**config.mk**
```make
export PLATFORM = sky130hd
export DESIGN_NAME = tcb_lib_arbiter
export DESIGN_NICKNAME = d
export VERILOG_FILES = /design/src/rtl/tcb_lib_arbiter.sv
export SDC_FILE = /design/constraint.sdc
export NUM_CORES = 1
export LEC_CHECK = 0
export CAP_MARGIN = 20
export CELL_PAD_IN_SITES_DETAIL_PLACEMENT = 0
export CELL_PAD_IN_SITES_GLOBAL_PLACEMENT = 1
export CORE_AREA = 3 3 40 42
export DETAILED_ROUTE_END_ITERATION = 6
export DIE_AREA = 0 0 43 45
export GPL_TIMING_DRIVEN = 0
export PLACE_DENSITY = 0.65
export SYNTH_ARGS = -nofsm -noshare
export SYNTH_HDL_FRONTEND = slang
export SYNTH_SLANG_ARGS = --single-unit
```
**constraint.sdc**
```tcl
create_clock -name clk -period 3.35 [get_ports clk]
set_input_delay 0.67 -clock clk [delete_from_list [all_inputs] [get_ports clk]]
set_output_delay 0.67 -clock clk [all_outputs]
set_load 0.05 [all_outputs]
```
**src/rtl/tcb_lib_arbiter.sv**
```systemverilog
// tcb_lib_arbiter
// Round-robin arbiter and select sequencer that shares one TCB manager port
// among SPN requesting ports. The request-phase grant is combinational. It is
// held (locked) while the shared port stalls. A response-phase select trails
// each transfer by the bus response delay DLY.
//
// Handshake: a transfer happens on every cycle where man_vld and rdy are both
// high. Once granted, a requester must keep vld asserted until its transfer
// completes. The lock keeps the grant on that requester regardless of the
// other vld lines.
module tcb_lib_arbiter #(
    parameter  int SPN = 2,
    parameter  int DLY = 1,
    localparam int SPL = $clog2(SPN)
) (
    input  logic           clk,
    input  logic           rst,
    input  logic [SPN-1:0] vld,
    input  logic           rdy,
    output logic [SPN-1:0] gnt,
    output logic [SPL-1:0] sel,
    output logic           man_vld,
    output logic           trn,
    output logic [SPL-1:0] rsp_sel,
    output logic           rsp_vld,
    output logic [SPL-1:0] dbg_ptr,
    output logic           dbg_lck,
    output logic [SPL-1:0] dbg_lck_idx
);

    // Round-robin start index and stall lock.
    logic [SPL-1:0] ptr_q;
    logic [SPL-1:0] ptr_d;
    logic           lck_q;
    logic           lck_d;
    logic [SPL-1:0] lck_idx_q;
    logic [SPL-1:0] lck_idx_d;

    // Port index increment that wraps at SPN rather than at 2^SPL.
    function automatic logic [SPL-1:0] wrap_inc(input logic [SPL-1:0] idx);
        if (idx == SPL'(SPN - 1)) begin
            return '0;
        end
        return idx + SPL'(1);
    endfunction

    // State register: arbitration pointer and lock.
    always_ff @(posedge clk) begin
        if (rst) begin
            ptr_q     <= '0;
            lck_q     <= 1'b0;
            lck_idx_q <= '0;
        end else begin
            ptr_q     <= ptr_d;
            lck_q     <= lck_d;
            lck_idx_q <= lck_idx_d;
        end
    end

    // Output decode: locked grant, or the first requester at or after ptr.
    always_comb begin
        logic [SPL-1:0] idx;
        logic           found;
        gnt   = '0;
        sel   = ptr_q;
        idx   = ptr_q;
        found = 1'b0;
        if (lck_q) begin
            sel            = lck_idx_q;
            gnt[lck_idx_q] = 1'b1;
        end else begin
            for (int i = 0; i < SPN; i++) begin
                if (!found && vld[idx]) begin
                    found = 1'b1;
                    sel   = idx;
                end
                idx = wrap_inc(idx);
            end
            if (found) begin
                gnt[sel] = 1'b1;
            end
        end
    end

    // Only a granted requester that still asserts vld drives the shared port.
    assign man_vld = |(vld & gnt);
    assign trn     = man_vld & rdy;

    // Next state: a stall locks onto the granted port, and a transfer releases
    // the lock and rotates priority past the served port. A locked port that
    // drops vld leaves man_vld low, so the lock simply persists.
    always_comb begin
        ptr_d     = ptr_q;
        lck_d     = lck_q;
        lck_idx_d = lck_idx_q;
        if (man_vld && !rdy) begin
            lck_d     = 1'b1;
            lck_idx_d = sel;
        end else if (trn) begin
            lck_d = 1'b0;
        end
        if (trn) begin
            ptr_d = wrap_inc(sel);
        end
    end

    assign dbg_ptr     = ptr_q;
    assign dbg_lck     = lck_q;
    assign dbg_lck_idx = lck_idx_q;

    // Response-phase select: the request-phase select and transfer strobe
    // delayed by the shared port's response latency.
    generate
        if (DLY == 0) begin : g_rsp_comb
            assign rsp_sel = sel;
            assign rsp_vld = trn;
        end else begin : g_rsp_pipe
            logic [DLY-1:0] pipe_vld_q;
            logic [DLY-1:0] pipe_vld_d;
            logic [SPL-1:0] pipe_sel_q [DLY];
            logic [SPL-1:0] pipe_sel_d [DLY];

            // Shift stage: unconditional, so back-to-back transfers stay in order.
            always_comb begin
                pipe_vld_d[0] = trn;
                pipe_sel_d[0] = sel;
                for (int k = 1; k < DLY; k++) begin
                    pipe_vld_d[k] = pipe_vld_q[k-1];
                    pipe_sel_d[k] = pipe_sel_q[k-1];
                end
            end

            // Pipeline registers: reset drops every response in flight.
            always_ff @(posedge clk) begin
                if (rst) begin
                    pipe_vld_q <= '0;
                    for (int k = 0; k < DLY; k++) begin
                        pipe_sel_q[k] <= '0;
                    end
                end else begin
                    pipe_vld_q <= pipe_vld_d;
                    for (int k = 0; k < DLY; k++) begin
                        pipe_sel_q[k] <= pipe_sel_d[k];
                    end
                end
            end

            // Outputs are held low during reset, so a response that was already
            // in the last stage when reset arrived is never signalled.
            assign rsp_vld = pipe_vld_q[DLY-1] & ~rst;
            assign rsp_sel = rst ? '0 : pipe_sel_q[DLY-1];
        end
    endgenerate

endmodule

```
==> results of run 1 <==
## layout make-up
class	instances	area, um2
fillers	147	820.8
repair buffers	14	140.1
inverters	1	3.754
multi-input cells	29	175.2
flip-flops and latches	5	100.1
well taps	15	18.77
clock buffers	4	26.28
## flip-flops by register name, summed over array words and instances (netlist names)
register and flops:
dbg_lck_idx 1, g_rsp_pipe.pipe_vld_q 1, g_rsp_pipe.pipe_sel_q 1, dbg_lck 1
dbg_ptr 1
## where the power goes
| group | internal (W) | leakage [nW] | total, W | switching [W] |
|---|---|---|---|---|
| Clock | 0.0000450 | 0.0150 | 0.0000688 | 0.0000238 |
| Combinational | 0.0000290 | 0.123 | 0.0000782 | 0.0000492 |
| Sequential | 0.0000640 | 0.0413 | 0.0000689 | 0.00000486 |
## tightest hold or removal path, delay by kind of cell (launching register included)
kind / cells / cell delay [ns]
AO/OA/AOI/OAI: 1 / 0.04
AND/OR/NAND/NOR: 1 / 0.09
flip-flops: 1 / 0.36
## cell families after synthesis
logic type / Yosys count / share of synthesized area [%]
simple gates: 18 / 34.52
flops: 5 / 35.88
compound gates: 9 / 21.08
buf+inv: 1 / 1.344
mux: 2 / 7.175
## through the flow
step           instances  hold WS, ns  instance area, um2  utilization [%]
2_1_floorplan         35       0.7324               279.0                -
6_report              68       0.5375               464.2            36.12
3_5_place_dp          64       0.5359               437.9            34.08
4_1_cts               68       0.5434               464.2            36.12
5_1_grt               68       0.5611               464.2            36.12
3_3_place_gp          64       0.5397               437.9            34.08
## worst max-delay path by stage
| stage | slack [ns] | end | cells after the start | startpoint |
|---|---|---|---|---|
| finish | 0.20 | trn | 4 | vld[0] |
| global route | 0.06 | trn | 4 | vld[0] |
| CTS | 0.18 | trn | 4 | vld[0] |
| detailed placement | 0.19 | trn | 4 | vld[0] |
| global placement | 0.16 | trn | 4 | vld[0] |
| floorplan | 0.78 | gnt[1] | 2 | dbg_ptr$_SDFFE_PP0P_ |
## per-layer routing
layer / part of all wire, % / global-route usage (%) / vias up
met5: 0 / 0 / -
met4: 0 / 1.807 / 0
met3: 2.9 / 3.586 / 0
met2: 46 / 10.48 / 7
met1: 51 / 10.60 / 131
li1: - / - / 158
## placed cells by master (no fill, tap or decap)
master,synthesis,routed
clkdlybuf4s50_1,0,14
nor2b_1,5,5
nor2_1,5,5
dfxtp_1,5,5
nand2_1,4,4
a21oi_1,3,3
clkbuf_4,0,3
mux2i_1,2,2
o21ai_0,2,2
a21oi_2,2,2
nand2b_1,2,2
inv_1,1,1
o211ai_1,1,1
o32ai_1,1,1
nand3_1,1,1
nand2b_4,1,1
clkbuf_1,0,1
==> flow_metrics.tcl, run 1 <==
set metrics [dict create \
    ys_ff_latch 5 \
    die_h_um 45 \
    cp_data_arrival_time_ns 2.48 \
    ant_nets 0 \
    path_common_cell "clkdlybuf4s50_1" \
    core_region_area_um2 1285 \
    cp-start-kind "input port" \
    antenna_found_initial 0 \
    cts-root-buf "clkbuf_4" \
    synth.cell_area_um2 279.0 \
    gp_congestion 0.6547 \
    rsz0062_at_grt "no" \
    worst_slack_ns 0.1968 \
    io_pins 15 \
    fmax_mhz 317.1 \
    cts_sinks 5 \
    holdPathEnd "dbg_ptr$_SDFFE_PP0P_" \
    skew_ns 0.003656 \
    maxSlewHeadroom_pct 66.78 \
    diodes 0 \
    worstHoldPathType "reg -> reg" \
    p_leak_nw 0.1795 \
    crit_required_ns 2.68 \
    yosysSeqAreaShare_pct 35.87 \
    hold_depth 2 \
    cp_top_family "buffers and inverters" \
    synth_commonest_cells "5 x dfxtp_1, 5 x nor2_1, 5 x nor2b_1" \
    cts-resized-gates 0 \
    synth_cell_type_count 14 \
    die_w_um 43 \
    yosys-top-cells-area "dfxtp_1 36%, nor2b_1 11%, mux2i_1 7.2%" \
    insertion_delay_ns 0.24 \
    cts_tree "yes" \
    status "finished clean" \
    cpPeakStageDelay_ns 0.84 \
    power_w 0.0002158 \
    initial_core_util_pct 21.71 \
    rrSetupSlack_ns 2.16 \
    grt_usage_pct 7.577 \
    path_max_fanout 7 \
    grt_pass1_vias 262 \
    path_cells "clkdlybuf4s50_1, mux2i_1, a21oi_2, clkdlybuf4s50_1" \
    yosys.area.top_type "dfxtp_1" \
    worst-path-buf-inv 2 \
    drive_above_1_share_pct 11.32 \
    firstDrtPassIters 2 \
    grt_pass1_wl_um 1090 \
    p_per_area_nw_per_um2 464.9 \
    routedWlPerCell_um 9.221 \
    ir_drop_mv 0.1968 \
    synth_edf_count 0 \
    rows 13 \
    crit_slowest_cell "clkdlybuf4s50_1" \
    fin_crit_sh_pct 94.13 \
    dr.first_iter.drc_count 6 \
    yosys.area.top_type_share_pct 35.87 \
    viasPerCell 4.353 \
    h-tree-depth 1 \
    cts_max_path_buffers 2 \
    critPathKind "in -> out" \
    synth_top_flop_cell "dfxtp_1" \
    r2r-start "dbg_lck_idx$_SDFFE_PP0P_" \
    cap_violations 0 \
    io_buffers 14 \
    post-place-ws_ns 0.1898 \
    finalCriticalPeriod_ns 3.153 \
    setup_viol 0 \
    cts_setup_buffers 0 \
    tightestPinTransition_ns 0.4967 \
    area_growth_pct 66.37 \
    hold_violations 0 \
    syn_avg_cell_area_um2 7.972 \
    clk_pin_slew_worst_paths_ns 0.04 \
    endpoint_kind "primary output" \
    setup_tns_ns 0 \
    drc 0 \
    syn_inst 35 \
    synth_warnings 0 \
    layout.nets 59 \
    wl_um 627 \
    route.vias.total 296 \
    grt-ovfl-total 0 \
    cts_hold_buf 0 \
    hold_start "dbg_ptr$_SDFFE_PP0P_" \
    reg2reg_depth 4 \
    rr_endpoint "dbg_ptr$_SDFFE_PP0P_" \
    async_reset_ff_share_pct 0 \
    syn-num-nets 40 \
    cts_buffers 3 \
    grt_max_degree 9 \
    die-area_um2 1935 \
    dpl.hpwl_um 485.9 \
    drv_slew 0 \
]
Note: power is estimated with default switching activity, not from simulation.
==> inputs of run 2 (changes only) <==
--- a/config.mk
+++ b/config.mk
@@ -11,6 +11,7 @@
 export CORE_AREA = 3 3 40 42
 export DETAILED_ROUTE_END_ITERATION = 6
 export DIE_AREA = 0 0 43 45
+export GPL_ROUTABILITY_DRIVEN = 0
 export GPL_TIMING_DRIVEN = 0
 export PLACE_DENSITY = 0.65
 export SYNTH_ARGS = -nofsm -noshare
==> results of run 2 <==
The final DEF is identical to that of run 1; final timing and power are the same.
==> inputs of run 3 (changes only) <==
==> constraint.sdc (replaced) <==
create_clock -name clk -period 3.15 [get_ports clk]
set_input_delay 0.63 -clock clk [delete_from_list [all_inputs] [get_ports clk]]
set_output_delay 0.63 -clock clk [all_outputs]
set_load 0.05 [all_outputs]
==> run 3 against run 2 <==
  * Sequential power grew 6.2%
  * Worst setup slack lost 0.051 ns
  * Die area is the same
  * Clock power grew 6.4%
  * Via count shrank 0.68%
  * Total power grew 6.3%
  * Utilization grew 0.19 points
  * Register-to-register slack lost 0.20 ns
  * Critical endpoint is now sel
  * Largest cell class unchanged
  * Largest power group unchanged
==> flow_metrics.tcl, run 3 (synthesized netlist as in run 1, its figures left out) <==
set metrics [dict create \
    fin_crit_sh_pct 95.36 \
    final_util_pct 36.32 \
    reg2reg_depth 4 \
    layout_commonest_cell "clkdlybuf4s50_1" \
    diodes 0 \
    area_growth_pct 67.26 \
    cp_data_arrival_time_ns 2.37 \
    routedWlPerCell_um 9.426 \
    status "finished clean" \
    grt-ovfl-total 0 \
    maxSlewHeadroom_pct 66.51 \
    whs_ns 0.5367 \
    cts_setup_buffers 0 \
    die-area_um2 1935 \
    worstHoldPathType "reg -> reg" \
    io_pins 15 \
    place_area_um2 437.9 \
    core_region_area_um2 1285 \
    drc 0 \
    io_buffers 14 \
    r2r-start "dbg_lck_idx$_SDFFE_PP0P_" \
    viasPerCell 4.324 \
    setup_tns_ns 0 \
    firstDrtPassIters 2 \
    dpl.hpwl_um 485.9 \
    p_per_area_nw_per_um2 491.7 \
    drv_slew 0 \
    grt_max_degree 9 \
    design_area_um2 466.7 \
    insertion_delay_ns 0.24 \
    crit_required_ns 2.52 \
    dr.first_iter.drc_count 6 \
    hold_depth 2 \
    grt_pass1_wl_um 1090 \
    tightestPinTransition_ns 0.5016 \
    hold_start "dbg_ptr$_SDFFE_PP0P_" \
    grt_usage_pct 7.577 \
    cts_buffers 3 \
    ir_drop_mv 0.2093 \
    die_h_um 45 \
    wl_um 641 \
    cts_sinks 5 \
    critPathKind "in -> out" \
    rsz0062_at_grt "no" \
    cap_violations 0 \
    grt_pass1_vias 262 \
    h-tree-depth 1 \
    clk_pin_slew_worst_paths_ns 0.04 \
    fmax_mhz 332.9 \
    p_leak_nw 0.1919 \
    die_w_um 43 \
    drive_above_1_share_pct 11.32 \
    layout.nets 59 \
    initial_core_util_pct 21.71 \
    rows 13 \
    finalCriticalPeriod_ns 3.004 \
    rr_endpoint "dbg_ptr$_SDFFE_PP0P_" \
    antenna_found_initial 0 \
    route.vias.total 294 \
    holdPathEnd "dbg_ptr$_SDFFE_PP0P_" \
    skew_ns 0.003740 \
    worst_slack_ns 0.1463 \
    endpoint_kind "primary output" \
    ant_nets 0 \
    cts_tree "yes" \
    cp-start-kind "input port" \
    setup_viol 0 \
    cts-root-buf "clkbuf_4" \
    cts_max_path_buffers 2 \
    hold_violations 0 \
    rrSetupSlack_ns 1.96 \
    path_max_fanout 7 \
    post-place-ws_ns 0.06975 \
    layout_common_cells "13 x clkdlybuf4s50_1, 5 x nor2b_1, 5 x nor2_1, 5 x dfxtp_1, 4 x nand2_1" \
]
-- run 3: worst max-delay path by stage --
stage / startpoint / to / slack (ns) / depth (start not counted)
floorplan: dbg_ptr$_SDFFE_PP0P_ / gnt[1] / 0.62 / 2
global placement: vld[0] / trn / 0.04 / 4
detailed placement: vld[0] / trn / 0.07 / 4
CTS: vld[0] / trn / 0.06 / 4
global route: vld[1] / sel / 0.009 / 5
finish: vld[1] / sel / 0.15 / 5
-- run 3: cell type report --
class / instances / area (um2)
clock buffers: 4 / 26.28
repair buffers: 14 / 142.6
inverters: 1 / 3.754
fillers: 148 / 818.3
flip-flops and latches: 5 / 100.1
multi-input cells: 29 / 175.2
well taps: 15 / 18.77
-- run 3: power by group --
part | switching [W] | internal, W
Sequential | 0.00000515 | 0.0000681
Clock | 0.0000254 | 0.0000478
Combinational | 0.0000523 | 0.0000308
Total | 0.0000829 | 0.000147
-- run 3: routing by layer --
metal  GRT usage (%)  vias to the layer above  routed length, um
met5               0                        -                  0
met2           10.48                        7                302
met1           10.60                      129                320
met3           3.586                        0                 18
li1                -                      158                  -
met4           1.807                        0                  0
-- run 3: through the flow --
step | cells | power [W]
final | 68 | 0.0002295
after global routing | 68 | 0.0002451
after CTS | 68 | 0.0002356
after detailed placement | 64 | 0.0001582
after global placement | 64 | 0.0001588
after floorplan | 35 | 0.0001282
-- run 3: what timing repair did --
action | CTS | global route
hold buffers | 0 | 0
setup endpoints to repair | 0 | 1
resized for setup | 0 | 1
-- run 3: worst max-delay path, stage by stage --
cell and delay, ns:
clkdlybuf4s50_1 0.57, nor2b_1 0.15, o211ai_1 0.13, nand2_1 0.10, clkdlybuf4s50_1 0.79
